$ cat config.mk
export PLATFORM = sky130hd
export DESIGN_NAME = reg_scoreboard
export DESIGN_NICKNAME = d
export VERILOG_FILES = /design/src/rtl/reg_scoreboard_pkg.sv /design/src/rtl/reg_scoreboard_sb_counter.sv /design/src/rtl/reg_scoreboard.sv
export SDC_FILE = /design/constraint.sdc
export NUM_CORES = 1
export LEC_CHECK = 0
export CAP_MARGIN = 10
export CORE_ASPECT_RATIO = 0.7
export CORE_MARGIN = 3
export CORE_UTILIZATION = 50
export DETAILED_ROUTE_END_ITERATION = 6
export PLACE_DENSITY = 0.82
export SETUP_SLACK_MARGIN = 0.4
export SYNTH_ARGS = -nofsm -noshare
export SYNTH_HDL_FRONTEND = slang
export SYNTH_SLANG_ARGS = --single-unit
$ cat constraint.sdc
create_clock -name i_clk -period 3.3 [get_ports i_clk]
set_input_delay 0.66 -clock i_clk [delete_from_list [all_inputs] [get_ports i_clk]]
set_output_delay 0.66 -clock i_clk [all_outputs]
set_load 0.03 [all_outputs]
$ cat src/rtl/reg_scoreboard_pkg.sv
// reg_scoreboard_pkg: shared register/check encodings, counter type and in-flight limit
`ifndef ALEN
`define ALEN 4:0
`endif
`ifndef NONE
`define NONE 2'b00
`endif
`ifndef RS1
`define RS1 2'b01
`endif
`ifndef RS2
`define RS2 2'b10
`endif
`ifndef RS1_RS2
`define RS1_RS2 2'b11
`endif

package reg_scoreboard_pkg;
    localparam int SB_MAX_INFLIGHT = 3;
    localparam int SB_CNT_W = $clog2(SB_MAX_INFLIGHT + 1);
    typedef logic [SB_CNT_W-1:0] sb_cnt_t;
endpackage

$ cat src/rtl/reg_scoreboard_sb_counter.sv
// sb_counter: saturating up/down pending-write counter with clear, saturation flag and underflow pulse
module sb_counter #(
    parameter int W   = 2,
    parameter int MAX = 3
) (
    input  logic         clk,
    input  logic         rst_n,
    input  logic         clr,
    input  logic         inc,
    input  logic         dec,
    output logic [W-1:0] cnt,
    output logic         sat,
    output logic         uflow
);
    assign sat   = cnt == W'(MAX);
    assign uflow = dec & (cnt == '0);

    always_ff @(posedge clk or negedge rst_n)
        if (!rst_n)
            cnt <= '0;
        else
            cnt <= clr ? '0 :
                   (inc & ~dec) ? cnt + W'(1) :
                   (dec & ~inc & ~uflow) ? cnt - W'(1) : cnt;
endmodule

$ cat src/rtl/reg_scoreboard.sv
// reg_scoreboard: per-register in-flight write counters answering ID-stage stall queries.
// Define SCOREBOARD_WB_BYPASS_EN to let a same-cycle final write-back clear the stall.
module reg_scoreboard
    import reg_scoreboard_pkg::*;
#(
    parameter int NREGS        = 32,
    parameter int MAX_INFLIGHT = SB_MAX_INFLIGHT,
    parameter int CNT_W        = $clog2(MAX_INFLIGHT + 1)
) (
    input  logic             i_clk,
    input  logic             i_rst_n,
    input  logic             i_issue_valid,
    input  logic             i_issue_wen,
    input  logic [`ALEN]     i_issue_rd,
    output logic             o_issue_ready,
    input  logic             i_wb_valid,
    input  logic [`ALEN]     i_wb_rd,
    input  logic             i_flush,
    input  logic [`ALEN]     i_rs1,
    input  logic [`ALEN]     i_rs2,
    input  logic [1:0]       i_check_regs,
    output logic             o_stall,
    output logic [NREGS-1:0] o_busy_vec,
    output logic             o_err_underflow
);
    logic             inc;
    logic             dec;
    logic [NREGS-1:0] sat;
    logic [NREGS-1:0] uflow;
    logic [NREGS-1:0] busy_src;
    logic [CNT_W-1:0] cnt [NREGS];

    assign inc = i_issue_valid & i_issue_wen & o_issue_ready & (i_issue_rd != '0);
    assign dec = i_wb_valid & (i_wb_rd != '0);

    // x0 is hardwired: never busy, never saturated
    assign cnt[0]        = '0;
    assign sat[0]        = 1'b0;
    assign uflow[0]      = 1'b0;
    assign o_busy_vec[0] = 1'b0;
    assign busy_src[0]   = 1'b0;

    generate
        for (genvar r = 1; r < NREGS; r++) begin : g_reg
            localparam logic [`ALEN] IDX = r;
            sb_counter #(.W(CNT_W), .MAX(MAX_INFLIGHT)) u_cnt (
                .clk  (i_clk),
                .rst_n(i_rst_n),
                .clr  (i_flush),
                .inc  (inc & (i_issue_rd == IDX)),
                .dec  (dec & (i_wb_rd == IDX)),
                .cnt  (cnt[r]),
                .sat  (sat[r]),
                .uflow(uflow[r])
            );
            assign o_busy_vec[r] = cnt[r] != '0;
`ifdef SCOREBOARD_WB_BYPASS_EN
            // last pending write lands this cycle; regfile write-before-read covers the read
            assign busy_src[r] = o_busy_vec[r] & ~(dec & (i_wb_rd == IDX) & (cnt[r] == CNT_W'(1)));
`else
            assign busy_src[r] = o_busy_vec[r];
`endif
        end
    endgenerate

    assign o_issue_ready = ~sat[i_issue_rd];
    assign o_stall = (i_check_regs == `RS1)     ? busy_src[i_rs1] :
                     (i_check_regs == `RS2)     ? busy_src[i_rs2] :
                     (i_check_regs == `RS1_RS2) ? (busy_src[i_rs1] | busy_src[i_rs2]) : 1'b0;

    always_ff @(posedge i_clk or negedge i_rst_n)
        if (!i_rst_n)
            o_err_underflow <= 1'b0;
        else
            o_err_underflow <= o_err_underflow | (dec & |uflow);
endmodule

# ---- Word-level counts from Yosys, hierarchy flattened
# Index checks and enable logic that the tools add are counted.
dict set report totals {
  ff_bits 63
  out_inout_bits 35
  elab_cells 678
}
dict set report classes {
  add_sub_neg 62
  order_cmp 3
  n_eq_ne 96
  n_mux 102
  bitwise 287
  reduce_logical 96
}
# op n
set op_table {}
lappend op_table {{1-bit bitwise AND} 191}
lappend op_table {{2-bit two-way mux} 93}
lappend op_table {{5-bit == test (second input constant)} 32}
lappend op_table {{1-bit NOT} 94}
lappend op_table {{3-bit nonzero test} 31}
lappend op_table {{5-bit by 4-bit == test with 1-bit output (second input constant)} 16}
lappend op_table {{2-bit == test (second input constant)} 33}
lappend op_table {{2-bit by 1-bit adder with 2-bit output (second input constant)} 31}
lappend op_table {{2-bit zero test} 31}
lappend op_table {{2-bit nonzero test} 31}
lappend op_table {{2-bit by 1-bit subtractor with 2-bit output (second input constant)} 31}
lappend op_table {{5-bit by 3-bit == test with 1-bit output (second input constant)} 8}
lappend op_table {{31-bit OR reduction} 1}
lappend op_table {{5-bit by 2-bit == test with 1-bit output (second input constant)} 4}
lappend op_table {{5-bit by 6-bit less-than comparator with 1-bit output (second input constant)} 3}
lappend op_table {{1-bit binary-select mux with 5-bit select} 3}
lappend op_table {{5-bit by 1-bit == test with 1-bit output (second input constant)} 2}
lappend op_table {{5-bit nonzero test} 2}
lappend op_table {{1-bit two-way mux} 6}
lappend op_table {{2-bit by 1-bit == test with 1-bit output (second input constant)} 1}
lappend op_table {{1-bit OR} 2}

# ---- Longest topological paths before layout
dict set report logic_depth {
  ltp_word 13
  ltp_mapped 10
}

# ---- Hierarchy
# A second synthesis with hierarchy kept.
dict set report hier_totals {
  cells_unflattened 701
  hier_area_um2 5995.8
}
# module n_inst cells_per_inst area_per_inst_um2 seq_area_each_um2
set by_module_without_submodules {}
lappend by_module_without_submodules {sb_counter 31 14 135.1 50.0}
lappend by_module_without_submodules {reg_scoreboard 1 267 1806.7 25.0}

# ---- Worst setup path after synthesis
# No wires, ideal clock.
dict set report synth_path {
  path_type {input to output}
  start {input i_rs2[0]}
  end {output o_stall}
  arrival_ns 2.523
  setup_slack_ns 0.117
  path_stages 5
  cell_sequence {clkbuf_1 -> mux4_2 -> mux4_2 -> mux2i_1 -> a22o_1}
}
dict set report synth_between {
  elab_chain_cells 6
}
# element line
set synth_rtl {}
lappend synth_rtl {{start, declared} reg_scoreboard.sv:20} ;# input logic [`ALEN] i_rs2,
lappend synth_rtl {{1-bit binary-select mux with 5-bit select *} {reg_scoreboard.sv:68, reg_scoreboard.sv:69}}
lappend synth_rtl {{1-bit two-way mux (not written as such) *} {reg_scoreboard.sv:68, reg_scoreboard.sv:69}}
lappend synth_rtl {{1-bit OR} reg_scoreboard.sv:69} ;# (i_check_regs == `RS1_RS2) ? (busy_src[i_rs1] | busy_src[i_rs2]) : 1'b0;
lappend synth_rtl {{1-bit two-way mux} reg_scoreboard.sv:69}
lappend synth_rtl {{1-bit two-way mux *} reg_scoreboard.sv:68} ;# (i_check_regs == `RS2) ? busy_src[i_rs2] :
lappend synth_rtl {{1-bit two-way mux *} reg_scoreboard.sv:67} ;# assign o_stall = (i_check_regs == `RS1) ? busy_src[i_rs1] :
lappend synth_rtl {{end, declared} reg_scoreboard.sv:22} ;# output logic o_stall,
# Every way passes the cells marked *; elsewhere a longest branch is shown, timed or not. The select of a mux whose other input is x is not followed.

# ---- Worst setup path in the final report
dict set report layout_path {
  start {register g_reg[10].u_cnt.cnt[0]}
  end {output o_stall}
}
dict set report layout_between {
  elab_chain_cells 7
}
# element line
set layout_rtl {}
lappend layout_rtl {{start, declared} reg_scoreboard_sb_counter.sv:11} ;# output logic [W-1:0] cnt,
lappend layout_rtl {{start signal, assigned} reg_scoreboard_sb_counter.sv:22} ;# cnt <= clr ? '0 :
lappend layout_rtl {{2-bit nonzero test *} reg_scoreboard.sv:56} ;# assign o_busy_vec[r] = cnt[r] != '0;
lappend layout_rtl {{1-bit binary-select mux with 5-bit select (on tied branches)} {reg_scoreboard.sv:67, reg_scoreboard.sv:69, reg_scoreboard.sv:68}}
lappend layout_rtl {{1-bit two-way mux (on tied branches)} {reg_scoreboard.sv:67, reg_scoreboard.sv:69, reg_scoreboard.sv:68}}
lappend layout_rtl {{1-bit OR} reg_scoreboard.sv:69}
lappend layout_rtl {{1-bit two-way mux} reg_scoreboard.sv:69}
lappend layout_rtl {{1-bit two-way mux} reg_scoreboard.sv:68}
lappend layout_rtl {{1-bit two-way mux *} reg_scoreboard.sv:67}
# Marked as above.

==> impl_summary.txt <==
----------------------------------------------------
[Status]
  Result of the run ... finished, final reports clean

[Drt]
  Vias post-DR ... 6186
  Average detailed-routed wire length per instance ... roughly 23 um
  Sum of met3 wire segment lengths after detailed routing ... approximately 2900 um
  Post-Route WL ... 21140 um
  Per-cell via count in the routed design ... just under 7
  Remaining DRCs ... 0
  Remaining antenna violation count ... 0
  Top routing layer used ... met4
  Initial DRC Count ... 867
  First-pass detailed-route iteration total ... 6
  Met2 routed wirelength ... a little over 9000 um
  Post-route met1 wirelength ... 8468 um

[Clock network]
  Root buffer cell ... clkbuf_16
  Max Buffers Root-to-Sink ... 2
  Clock slew at the register clock pins of the worst setup and hold paths ... 0.06 ns
  TritonCTS clock tree ... yes
  Number of levels in the clock H-tree ... 3
  Clock latency on the worst-skew pair ... 0.34 ns
  Number of buffers inserted by hold repair at cts ... 0
  TritonCTS Sinks ... 63
  TritonCTS Buffers ... 9

[Critical path]
  Arr. time, crit path ... 2.33 ns
  Cells on worst reg2reg path ... 8
  Highest fanout seen on the critical path ... 4
  Worst reg2reg path startpoint ... g_reg[13].u_cnt.cnt[1]
  Critical Path RT ... 2.64 ns
  Worst reg2reg path endpoint ... g_reg[10].u_cnt.cnt[0]
  Category of the worst setup path launch point ... flip-flop
  Register-to-Register Setup Slack ... between 0.7 and 0.8 ns
  Worst setup path endpoint ... o_stall
  Critical Path Start ... g_reg[10].u_cnt.cnt[0]
  Kind of critical path ... flip-flop to output port
  CP endpoint kind ... output port

[Synth]
  Net count after synthesis ... around 700
  Synthesis-stage register bit count ... 63
  Count of synthesis-stage warnings from yosys ... 0
  Number of synthesized flops with an enable pin ... 0
  Share of Yosys cell area claimed by the top area cell type ... 29.05%
  Count of distinct cell types in the synthesized netlist ... 73
  Post-synthesis average cell area ... between 8 and 9 um2
  Cell area after synthesis ... about 0.0054 mm2
  Seq/Total Area, Yosys ... ~29%
  Proportion of register bits with asynchronous set or reset after synthesis ... 100.0%
  Post-Syn Instances ... roughly 670
  Leading post-synthesis cells by cell area ... dfrtp_1 (29%), mux4_2 (8.7%), nor2_1 (5.2%), nand2_1 (5.0%), a21oi_1 (4.0%)
  Synth area leader ... dfrtp_1
  Ys flop type ... dfrtp_1

[STA]
  Final clock period utilization by the worst path ... between 90% and 100%
  Max transition margin ... between 40% and 50%
  F_max ... about 0.33 GHz
  Final Hold Vio Count ... 0
  Least-Margin Pin Slew ... 0.8239 ns
  Post-route minimum period ... approximately 3 ns
  Unrepaired setup endpoints after global routing ... yes
  Fin. max-slew vios ... 0
  Post-Route Skew ... ~0.0035 ns
  Setup-violating endpoint count in the final report ... 0
  Final setup slack of the worst path ... roughly 0.31 ns

[Cells and area]
  Area Overhead vs Synth ... 28.08%
  Fraction of layout cells with a size suffix above 1 ... roughly a fifth
  NumNets Final ... approximately 800
  Diodes inserted ... 0
  Design Area, Final ... 0.006952 mm2
  Final cell utilization of the core ... between 60 and 70%

[Global route]
  Number of global-route vias before repair ... between 5000 and 6000
  Global routing usage summed across all routing layers ... 35.32%
  Wire length of the first global-routing pass ... roughly 33000 um
  Maximum number of pins on one net before global-route repair ... 67
  Residual overflow from global routing ... 0
  Number of antenna violations at the first check in global routing ... 0

[Pwr]
  Power per Cell Area ... between 300 and 400 mW/mm2
  Leakage ... around 3 nW
  Total power after layout ... about 2.2 mW
  Worst supply voltage drop on vdd ... 256.4 uV

[Placed design]
  Cell area after placement ... ~0.0064 mm2
  Hpwl dp ... approximately 16000 um
  DP Worst Slack ... -0.3996 ns
  Number of buffers inserted by port buffering ... 61
  Routability Congestion ... around 0.99

[Floorplan]
  Die Footprint ... 0.01216 mm2
  DIE WIDTH ... about 130 um
  Die extent in y ... between 90 and 100 um
  Effective utilization at floorplan ... between 50% and 60%
  # IOs ... between 60 and 70
  Core ar. ... about 0.010 mm2
  Row count ... 31

[Run]
  Max-capacitance violation count ... 0

[Min path]
  Hold crit path type ... input pin to async pin

----------------------------------------------------
-- cell type report --
type	instances	area [um2]
Clock buffer	10	239.0
Clock inverter	6	83.83
Fill cell	877	3521
Inverter	41	153.9
Multi-Input combinational cell	521	3486
Sequential cell	63	1585
Tap cell	132	165.2
Timing Repair Buffer	138	1239
-- cell usage after synthesis, types with 7 or more instances --
master and number:
nor4_1 8, inv_1 41, nand2_1 73, or2_2 10, nor3_1 27, dfrtp_1 63, nand3_1 20, nor2_1 75
and2_1 10, a211oi_1 17, or3_1 8, mux2i_1 7, a311oi_1 7, a21oi_1 43, o211ai_1 12, nor3b_1 10
clkbuf_1 33, o32ai_1 10, mux4_2 21, o21ai_0 26, nor2b_1 16, buf_2 8
-- how the worst min path moves through the flow --
stage | start | cells after the start | end
2_1_floorplan | i_rst_n | 0 | g_reg[10].u_cnt.cnt[0]
5_1_grt | i_rst_n | 2 | g_reg[20].u_cnt.cnt[1]
3_5_place_dp | o_err_underflow | 2 | o_err_underflow
4_1_cts | i_rst_n | 2 | g_reg[5].u_cnt.cnt[1]
3_3_place_gp | o_err_underflow | 2 | o_err_underflow
6_report | i_rst_n | 2 | g_reg[20].u_cnt.cnt[1]
-- power by group --
part	internal, mW	switching, mW
clock	0.679	0.387
combinational	0.130	0.204
sequential	0.775	0.00361
-- layer usage --
metal	global-route usage [%]	up-vias
li1	-	2701
met1	48.86	2975
met2	52.29	448
met3	12.21	62
met4	10.36	0
met5	0	-
-- logic make-up after synthesis --
kind of cell              synth area share, %
other                                 0.06909
buffers and inverters                   7.054
xor gates and xnor gates                1.291
muxes                                   11.04
and+or+nand+nor                         27.29
AOI/OAI and AO/OA                       24.20
DFF                                     29.05
-- flip-flops by register name, summed over array words and instances, names as in the netlist --
name,count
g.u_cnt.cnt,62
o_err_underflow,1
-- stage by stage --
step / cells / hold WS (ns) / TNS (ns)
floorplan: 673 / 0.3644 / 0
global placement: 875 / 0.5205 / -0.4454
detailed placement: 875 / 0.5057 / -0.5741
CTS: 899 / 0.3559 / 0
global route: 911 / 0.3692 / 0
finish: 911 / 0.3373 / 0
-- worst max-delay path: stages, from the launching register on --
cell,delay (ns)
dfrtp_1,0.40
nor2_1,0.14
mux4_2,0.48
mux4_2,0.51
mux2i_1,0.16
a22o_2,0.17
buf_6,0.12
-- what timing repair did --
action	4_1_cts	5_1_grt
resized for setup	36	12
pin swaps	1	2
setup endpoints to repair	3	2
gates cloned	2	0
buffers inserted	6	12
-- cells in the final DEF, fill, tap and decap left out, types with 7 or more instances in the layout --
cell	n
a211oi_1	17
a21oi_1	42
a311oi_1	7
and2_1	10
buf_4	68
clkbuf_16	9
clkdlybuf4s50_1	49
dfrtp_1	56
dfrtp_2	7
inv_1	40
mux2i_1	7
mux4_2	21
nand2_1	73
nand3_1	20
nor2_1	70
nor2b_1	16
nor3_1	27
nor3b_1	10
nor4_1	8
o211ai_1	12
o21ai_0	26
o32ai_1	10
or2_2	10
or3_1	8
No activity file was read; power rests on OpenSTA's default activity.
